--- src/rtl/dcache_ctrl_pkg.sv ---
// rtl/dcache_ctrl_pkg.sv - shared states, defaults and helpers for the data cache controller
package dcache_ctrl_pkg;

   localparam int DC_LINES     = 4;
   localparam int DC_LINE_BITS = 128;
   localparam int DC_ADDR_W    = 32;

   localparam logic MEM_OP_FILL  = 1'b0;
   localparam logic MEM_OP_WBACK = 1'b1;

   typedef enum logic [1:0] {
      DC_IDLE  = 2'd0,
      DC_WBACK = 2'd1,
      DC_FILL  = 2'd2
   } dc_state_t;

   // Byte enables for a 16-byte line; word stores ignore the low two address bits.
   function automatic logic [15:0] dc_byte_en(input logic [3:0] offset, input logic is_byte);
      if (is_byte)
         return 16'h0001 << offset;
      else
         return 16'h000F << {offset[3:2], 2'b00};
   endfunction

endpackage

--- src/rtl/dcache_ctrl_if.sv ---
// rtl/dcache_ctrl_if.sv - CPU-side request and line memory port of the data cache
interface dcache_ctrl_if #(
   parameter int ADDR_W    = 32,
   parameter int LINE_BITS = 128
) ();

   logic [ADDR_W-1:0]    cpu_addr;
   logic                 cpu_r_en;
   logic                 cpu_w_en;
   logic                 cpu_is_byte;
   logic [31:0]          cpu_wdata;
   logic [31:0]          cpu_rdata;
   logic                 block_pipe_data_cache;
   logic                 mem_req;
   logic                 mem_we;
   logic [ADDR_W-1:0]    mem_addr;
   logic [LINE_BITS-1:0] mem_wdata;
   logic [LINE_BITS-1:0] mem_rdata;
   logic                 mem_ack;

   modport master (
      output cpu_addr, cpu_r_en, cpu_w_en, cpu_is_byte, cpu_wdata,
      input  cpu_rdata, block_pipe_data_cache,
      input  mem_req, mem_we, mem_addr, mem_wdata,
      output mem_rdata, mem_ack
   );

   modport slave (
      input  cpu_addr, cpu_r_en, cpu_w_en, cpu_is_byte, cpu_wdata,
      output cpu_rdata, block_pipe_data_cache,
      output mem_req, mem_we, mem_addr, mem_wdata,
      input  mem_rdata, mem_ack
   );

endinterface

--- src/rtl/dcache_array.sv ---
// rtl/dcache_array.sv - tag/valid/dirty and line storage with byte-lane store decode
module dcache_array
   import dcache_ctrl_pkg::*;
#(
   parameter int LINES     = DC_LINES,
   parameter int LINE_BITS = DC_LINE_BITS,
   parameter int IDX_W     = 2,
   parameter int TAG_W     = 26
) (
   input  logic                 i_clk,
   input  logic                 i_reset,
   input  logic [IDX_W-1:0]     i_idx,
   output logic                 o_valid,
   output logic                 o_dirty,
   output logic [TAG_W-1:0]     o_tag,
   output logic [LINE_BITS-1:0] o_line,
   input  logic                 i_cpu_we,
   input  logic [3:0]           i_offset,
   input  logic                 i_is_byte,
   input  logic [31:0]          i_wdata,
   input  logic                 i_fill_we,
   input  logic [TAG_W-1:0]     i_fill_tag,
   input  logic [LINE_BITS-1:0] i_fill_line,
   input  logic                 i_clr_dirty
);

   localparam int BYTES = LINE_BITS / 8;

   logic [LINE_BITS-1:0] r_data [LINES];
   logic [TAG_W-1:0]     r_tag  [LINES];
   logic [LINES-1:0]     r_valid;
   logic [LINES-1:0]     r_dirty;

   logic [BYTES-1:0]     w_be;
   logic [LINE_BITS-1:0] w_wline;

   assign w_be    = dc_byte_en(i_offset, i_is_byte);
   assign w_wline = i_is_byte ? {BYTES{i_wdata[7:0]}} : {(LINE_BITS/32){i_wdata}};

   assign o_valid = r_valid[i_idx];
   assign o_dirty = r_dirty[i_idx];
   assign o_tag   = r_tag[i_idx];
   assign o_line  = r_data[i_idx];

   // Data and tags carry no reset; valid gates every use of them.
   always_ff @(posedge i_clk) begin
      if (i_fill_we) begin
         r_data[i_idx] <= i_fill_line;
         r_tag[i_idx]  <= i_fill_tag;
      end else if (i_cpu_we) begin
         for (int b = 0; b < BYTES; b++) begin
            if (w_be[b])
               r_data[i_idx][8*b +: 8] <= w_wline[8*b +: 8];
         end
      end
   end

   always_ff @(posedge i_clk) begin
      if (i_reset) begin
         r_valid <= '0;
         r_dirty <= '0;
      end else if (i_fill_we) begin
         r_valid[i_idx] <= 1'b1;
         r_dirty[i_idx] <= 1'b0;
      end else if (i_cpu_we) begin
         r_dirty[i_idx] <= 1'b1;
      end else if (i_clr_dirty) begin
         r_dirty[i_idx] <= 1'b0;
      end
   end

endmodule

--- src/rtl/dcache_ctrl.sv ---
// rtl/dcache_ctrl.sv - direct-mapped write-back data cache controller and pipeline stall source
module dcache_ctrl
   import dcache_ctrl_pkg::*;
#(
   parameter int LINES     = DC_LINES,
   parameter int LINE_BITS = DC_LINE_BITS,
   parameter int ADDR_W    = DC_ADDR_W
) (
   input  logic         i_clk,
   input  logic         i_reset,
   dcache_ctrl_if.slave bus
);

   localparam int IDX_W = $clog2(LINES);
   localparam int TAG_W = ADDR_W - 4 - IDX_W;

   dc_state_t         r_state;
   logic              r_mem_req;
   logic              r_mem_we;
   logic [ADDR_W-1:0] r_mem_addr;

   logic [IDX_W-1:0]     w_idx;
   logic [TAG_W-1:0]     w_tag;
   logic                 w_valid;
   logic                 w_dirty;
   logic [TAG_W-1:0]     w_line_tag;
   logic [LINE_BITS-1:0] w_line;
   logic                 w_req;
   logic                 w_hit;
   logic                 w_idle;
   logic                 w_ack;
   logic                 w_cpu_we;
   logic                 w_fill_we;
   logic                 w_clr_dirty;
   logic [31:0]          w_word;
   logic [7:0]           w_byte;

   assign w_idx  = bus.cpu_addr[4+IDX_W-1:4];
   assign w_tag  = bus.cpu_addr[ADDR_W-1:4+IDX_W];
   assign w_req  = bus.cpu_r_en || bus.cpu_w_en;
   assign w_hit  = w_valid && (w_line_tag == w_tag);
   assign w_idle = (r_state == DC_IDLE);
   assign w_ack  = bus.mem_ack && r_mem_req;

   // A request with both enables high is a store.
   assign w_cpu_we    = w_idle && w_hit && bus.cpu_w_en && !i_reset;
   assign w_fill_we   = (r_state == DC_FILL) && w_ack && !i_reset;
   assign w_clr_dirty = (r_state == DC_WBACK) && w_ack;

   dcache_array #(
      .LINES     (LINES),
      .LINE_BITS (LINE_BITS),
      .IDX_W     (IDX_W),
      .TAG_W     (TAG_W)
   ) u_array (
      .i_clk       (i_clk),
      .i_reset     (i_reset),
      .i_idx       (w_idx),
      .o_valid     (w_valid),
      .o_dirty     (w_dirty),
      .o_tag       (w_line_tag),
      .o_line      (w_line),
      .i_cpu_we    (w_cpu_we),
      .i_offset    (bus.cpu_addr[3:0]),
      .i_is_byte   (bus.cpu_is_byte),
      .i_wdata     (bus.cpu_wdata),
      .i_fill_we   (w_fill_we),
      .i_fill_tag  (w_tag),
      .i_fill_line (bus.mem_rdata),
      .i_clr_dirty (w_clr_dirty)
   );

   assign w_word = w_line[32*bus.cpu_addr[3:2] +: 32];
   assign w_byte = w_word[8*bus.cpu_addr[1:0] +: 8];

   always_comb begin
      bus.cpu_rdata = 32'd0;
      if (w_idle && w_hit && bus.cpu_r_en && !bus.cpu_w_en)
         bus.cpu_rdata = bus.cpu_is_byte ? {24'd0, w_byte} : w_word;
   end

   // The stall must rise in the miss cycle itself, so it is not registered.
   assign bus.block_pipe_data_cache = !w_idle || (w_req && !w_hit);

   assign bus.mem_req   = r_mem_req;
   assign bus.mem_we    = r_mem_we;
   assign bus.mem_addr  = r_mem_addr;
   assign bus.mem_wdata = w_line;

   always_ff @(posedge i_clk) begin
      if (i_reset) begin
         r_state    <= DC_IDLE;
         r_mem_req  <= 1'b0;
         r_mem_we   <= 1'b0;
         r_mem_addr <= '0;
      end else begin
         case (r_state)
            DC_IDLE: begin
               if (w_req && !w_hit) begin
                  r_mem_req <= 1'b1;
                  if (w_valid && w_dirty) begin
                     r_state    <= DC_WBACK;
                     r_mem_we   <= MEM_OP_WBACK;
                     r_mem_addr <= {w_line_tag, w_idx, 4'b0000};
                  end else begin
                     r_state    <= DC_FILL;
                     r_mem_we   <= MEM_OP_FILL;
                     r_mem_addr <= {w_tag, w_idx, 4'b0000};
                  end
               end
            end
            DC_WBACK: begin
               if (w_ack) begin
                  r_state    <= DC_FILL;
                  r_mem_we   <= MEM_OP_FILL;
                  r_mem_addr <= {w_tag, w_idx, 4'b0000};
               end
            end
            DC_FILL: begin
               if (w_ack) begin
                  r_state   <= DC_IDLE;
                  r_mem_req <= 1'b0;
                  r_mem_we  <= 1'b0;
               end
            end
            default: begin
               r_state   <= DC_IDLE;
               r_mem_req <= 1'b0;
               r_mem_we  <= 1'b0;
            end
         endcase
      end
   end

endmodule

--- src/flat_wrapper.sv ---
// flat-port wrapper written by rule: the top's interface ports become plain ports
module dcache_ctrl_flat import dcache_ctrl_pkg::*;
#(
   parameter int LINES     = DC_LINES,
   parameter int LINE_BITS = DC_LINE_BITS,
   parameter int ADDR_W    = DC_ADDR_W
)
  (i_clk, i_reset, bus_cpu_addr, bus_cpu_r_en, bus_cpu_w_en, bus_cpu_is_byte, bus_cpu_wdata, bus_cpu_rdata, bus_block_pipe_data_cache, bus_mem_req, bus_mem_we, bus_mem_addr, bus_mem_wdata, bus_mem_rdata, bus_mem_ack);
  dcache_ctrl_if #(.ADDR_W(ADDR_W), .LINE_BITS(LINE_BITS)) bus_i ();
  input  logic i_clk;
  input  logic i_reset;
  input wire logic [$bits(bus_i.cpu_addr)-1:0] bus_cpu_addr;
  input wire logic [$bits(bus_i.cpu_r_en)-1:0] bus_cpu_r_en;
  input wire logic [$bits(bus_i.cpu_w_en)-1:0] bus_cpu_w_en;
  input wire logic [$bits(bus_i.cpu_is_byte)-1:0] bus_cpu_is_byte;
  input wire logic [$bits(bus_i.cpu_wdata)-1:0] bus_cpu_wdata;
  output wire logic [$bits(bus_i.cpu_rdata)-1:0] bus_cpu_rdata;
  output wire logic [$bits(bus_i.block_pipe_data_cache)-1:0] bus_block_pipe_data_cache;
  output wire logic [$bits(bus_i.mem_req)-1:0] bus_mem_req;
  output wire logic [$bits(bus_i.mem_we)-1:0] bus_mem_we;
  output wire logic [$bits(bus_i.mem_addr)-1:0] bus_mem_addr;
  output wire logic [$bits(bus_i.mem_wdata)-1:0] bus_mem_wdata;
  input wire logic [$bits(bus_i.mem_rdata)-1:0] bus_mem_rdata;
  input wire logic [$bits(bus_i.mem_ack)-1:0] bus_mem_ack;
  assign bus_i.cpu_addr = bus_cpu_addr;
  assign bus_i.cpu_r_en = bus_cpu_r_en;
  assign bus_i.cpu_w_en = bus_cpu_w_en;
  assign bus_i.cpu_is_byte = bus_cpu_is_byte;
  assign bus_i.cpu_wdata = bus_cpu_wdata;
  assign bus_cpu_rdata = bus_i.cpu_rdata;
  assign bus_block_pipe_data_cache = bus_i.block_pipe_data_cache;
  assign bus_mem_req = bus_i.mem_req;
  assign bus_mem_we = bus_i.mem_we;
  assign bus_mem_addr = bus_i.mem_addr;
  assign bus_mem_wdata = bus_i.mem_wdata;
  assign bus_i.mem_rdata = bus_mem_rdata;
  assign bus_i.mem_ack = bus_mem_ack;
  dcache_ctrl #(.LINES(LINES), .LINE_BITS(LINE_BITS), .ADDR_W(ADDR_W)) u_core (.i_clk(i_clk), .i_reset(i_reset), .bus(bus_i));
endmodule
--- config.mk ---
export PLATFORM = sky130hd
export DESIGN_NAME = dcache_ctrl_flat
export DESIGN_NICKNAME = d
export VERILOG_FILES = /design/src/rtl/dcache_ctrl_pkg.sv /design/src/rtl/dcache_ctrl_if.sv /design/src/rtl/dcache_array.sv /design/src/rtl/dcache_ctrl.sv /design/src/flat_wrapper.sv
export SDC_FILE = /design/constraint.sdc
export NUM_CORES = 1
export LEC_CHECK = 0
export BUFFER_PORTS_ARGS = -buffer_cell sky130_fd_sc_hd__buf_2
export CORE_MARGIN = 10
export CORE_UTILIZATION = 51
export CTS_CLUSTER_DIAMETER = 50
export DETAILED_ROUTE_END_ITERATION = 16
export PLACE_DENSITY = 0.69
export SYNTH_ARGS = -nofsm -noshare
export SYNTH_HDL_FRONTEND = slang
export SYNTH_SLANG_ARGS = --single-unit
--- constraint.sdc ---
create_clock -name i_clk -period 4.95 [get_ports i_clk]
set_input_delay 0.7425 -clock i_clk [delete_from_list [all_inputs] [get_ports i_clk]]
set_output_delay 0.7425 -clock i_clk [all_outputs]
set_load 0.02 [all_outputs]
==> results by group <==
Timing
  – Final Cycle Share: 0.925
  – TNS Setup: 0 ps
  – Endpoints failing setup: 0
  – Final worst slack: 371 ps
  – Clock skew: 37.3 ps
  – Min cycle time layout: 4580 ps
  – RSZ-0062 raised after global routing: no
  – Slew margin rel.: 0.297
  – Fmax: 218 MHz
  – Slew Limit Fails: 0
  – Worst-Margin Slew: about 1000 ps
  – Final Hold Vio Count: 0

Logic synthesis
  – Post-Syn Area: 0.0285 mm²
  – Number of distinct library cells after synthesis: 61
  – Number of synthesized flops with an enable pin: 616
  – Cells after synthesis: 1572
  – Syn avg cell area: ~18 µm²
  – Most used DFF post-synth: edfxtp_1
  – Ys async rst share: 0
  – Synth area leaders: edfxtp_1, mux4_2, mux2_2
  – Post-synthesis sequential element count: 656
  – Post-synthesis sequential area ratio: 0.676
  – Area leader, netlist: edfxtp_1
  – Syn. warnings: 0
  – Share of the synthesized area in the top cell type: 0.648

Worst setup path
  – Max incr delay on CP: 620 ps
  – Critical Path Sink Type: output port
  – Most frequent cell on the critical path: mux4_2
  – Crit path max fanout: 81
  – Crit-path cells: buf_8, buf_12, mux4_2, mux4_2, mux2_2, o22ai_1, a211oi_1, buf_2
  – CP Launch Type: input pin
  – Largest delay share family, worst path: multiplexers
  – CP max stage cell: mux4_2
  – Crit Path Class: input pin to output port
  – Crit path buffers/inverters: 3
  – WP data arrival: approximately 3800 ps
  – CP required: 4210 ps

Placement
  – Placement Setup Slack: around 380 ps
  – Final Wtd Congestion: ~0.89
  – I/O Buffers: 388
  – DP Area: between 0.03 and 0.04 mm²
  – Dpl hpwl: 62.9 mm

Clock tree
  – Worst-path clk slew: 60 ps
  – CTS root buffer: clkbuf_16
  – Max H-tree Level: 3
  – Post-CTS Repair Setup Buffers: 0
  – CTS max path bufs: 3
  – CTS tree: built
  – Number of gates resized after CTS: 0
  – Cts hold-fix bufs: 0
  – Worst-Skew Late Latency: 600 ps
  – Clk sinks: 656
  – CTS Buf Count: between 70 and 80

Pwr
  – Total power: ~13000 µW
  – P_leak: roughly 0.012 µW
  – Pwr Density: 372 mW/mm²
  – Peak supply drop: 0.393 mV

Die
  – Initial core utilization: 0.517
  – Die Ht: 257 µm
  – Number of I/O pins: 393
  – Floorplan row count: 86
  – Die span in x: 257 µm
  – Core area: 0.0552 mm²
  – Die area: 0.0658 mm²

Final layout
  – # fillers: 4074
  – NumNets Final: 2240
  – Final core utilization: 0.614
  – Cell area after layout: 0.0339 mm²
  – Area grow syn2layout: 18.9%
  – Fraction of layout cells with a size suffix above 1: 0.442

Detailed routing
  – Detailed Route WL: 86.9 mm
  – Total number of vias: 17411
  – DR pass1 iterations: 6
  – Final ANT Viol Nets: 0
  – WL per Instance: 30.6 µm
  – DR iter-0 viols: 1958
  – Vias/cell: ~6
  – DRC Markers: 0

Run status
  – Outcome: completed

Global route
  – GRT Total Usage: 0.260
  – Initial antenna violation count: 12
  – Number of global-route vias before repair: 17895
  – First-pass GRT wire length: 125 mm
  – Largest net degree at the start of global routing: 82
  – Congestion Overflow GR: 0

Hold path
  – Hold crit path type: input pin to flip-flop

Flow run
  – Max Cap Viol: 0
[power by group]
group | internal [µW] | switching, µW | total [µW]
clock | 2830 | 2100 | 4930
combinational | 533 | 928 | 1460
sequential | 6180 | 53.0 | 6240
[sequential cells by signal (all words and copies together) (netlist names), named ones only]
register                count
u_core.bus.mem_addr        28
u_core.bus.mem_req          1
u_core.bus.mem_we           1
u_core.r_state              2
u_core.u_array.r_data     512
u_core.u_array.r_tag      104
u_core.u_array.r_valid      4
[metal layers]
layer | GRT usage | part of all wire | up-vias
li1 | - | - | 7336
met1 | 0.322 | 0.36 | 8901
met2 | 0.422 | 0.49 | 982
met3 | 0.0710 | 0.10 | 178
met4 | 0.117 | 0.043 | 14
met5 | 0 | 0.00089 | -
[metrics by stage]
step | hold slack, ps | std cells
2_1_floorplan | 445 | 1575
5_1_grt | 400 | 2834
6_report | 400 | 2841
3_5_place_dp | 479 | 2714
3_3_place_gp | 464 | 2714
4_1_cts | 363 | 2834
[layout by cell type, fill, tap and decap left out, drive strengths merged, types with 6 or more instances in the layout]
cell,instances
o21ai,108
nand3,15
nor3,15
nand2b,6
buf,486
diode,7
a211oi,37
clkinv,18
inv,47
edfxtp,616
mux2i,38
mux4,183
a21oi,38
clkbuf,94
nor2,34
xnor2,14
nand2,54
o22ai,9
mux2,138
and2,26
nand4,6
or2,6
dfxtp,40
[synth_stat cells (4+ instances only)]
| cell type | count |
|---|---|
| buf_4 | 8 |
| nand4_1 | 6 |
| clkbuf_1 | 45 |
| buf_6 | 4 |
| mux2_2 | 134 |
| edfxtp_1 | 616 |
| a21oi_1 | 38 |
| mux2i_1 | 38 |
| or2_2 | 5 |
| nand2_1 | 54 |
| xnor2_1 | 14 |
| nor2b_1 | 5 |
| o211ai_1 | 4 |
| inv_1 | 40 |
| dfxtp_1 | 40 |
| nor3_4 | 12 |
| a211oi_1 | 37 |
| nand2b_1 | 6 |
| and2_1 | 26 |
| nand3_1 | 15 |
| mux4_2 | 183 |
| mux2_1 | 4 |
| o21ai_0 | 108 |
| buf_2 | 24 |
| buf_1 | 14 |
| nor2_1 | 33 |
| o22ai_1 | 9 |
[final timing paths]
path / startpoint / end / slack, ps / depth (start not counted)
max: bus_cpu_addr[4] / bus_cpu_rdata[0] / 370 / 8
min: bus_cpu_addr[12] / u_core.u_array.r_tag[2][6]$_DFFE_PP_ / 400 / 1
max reg2reg: u_core.u_array.r_tag[3][21]$_DFFE_PP_ / u_core.u_array.r_data[2][70]$_DFFE_PP_ / 1380 / 8
min reg2reg: u_core.bus.mem_addr[4]$_SDFFE_PP0P_ / u_core.bus.mem_addr[4]$_SDFFE_PP0P_ / 490 / 2
[final cells by class]
cell class	count	area (µm²)	share of cell area
Sequential cell	656	19300	0.569
Multi-Input combinational cell	783	8660	0.255
Timing Repair Buffer	486	2730	0.0805
Clock buffer	94	1920	0.0565
Tap cell	748	936	0.0276
Clock inverter	26	204	0.00601
Inverter	41	154	0.00454
Antenna cell	7	17.5	0.000516
[cells by family after synthesis]
group           after synthesis  share of synthesized area
fa+ha+maj                     3                    0.00132
compound gates              218                     0.0453
other cells                   1                   0.000131
mux                         359                      0.212
xor+xnor                     17                    0.00522
flops                       656                      0.676
simple gates                182                     0.0384
buf+inv                     136                     0.0210
No activity file was read; power rests on OpenSTA's default activity.
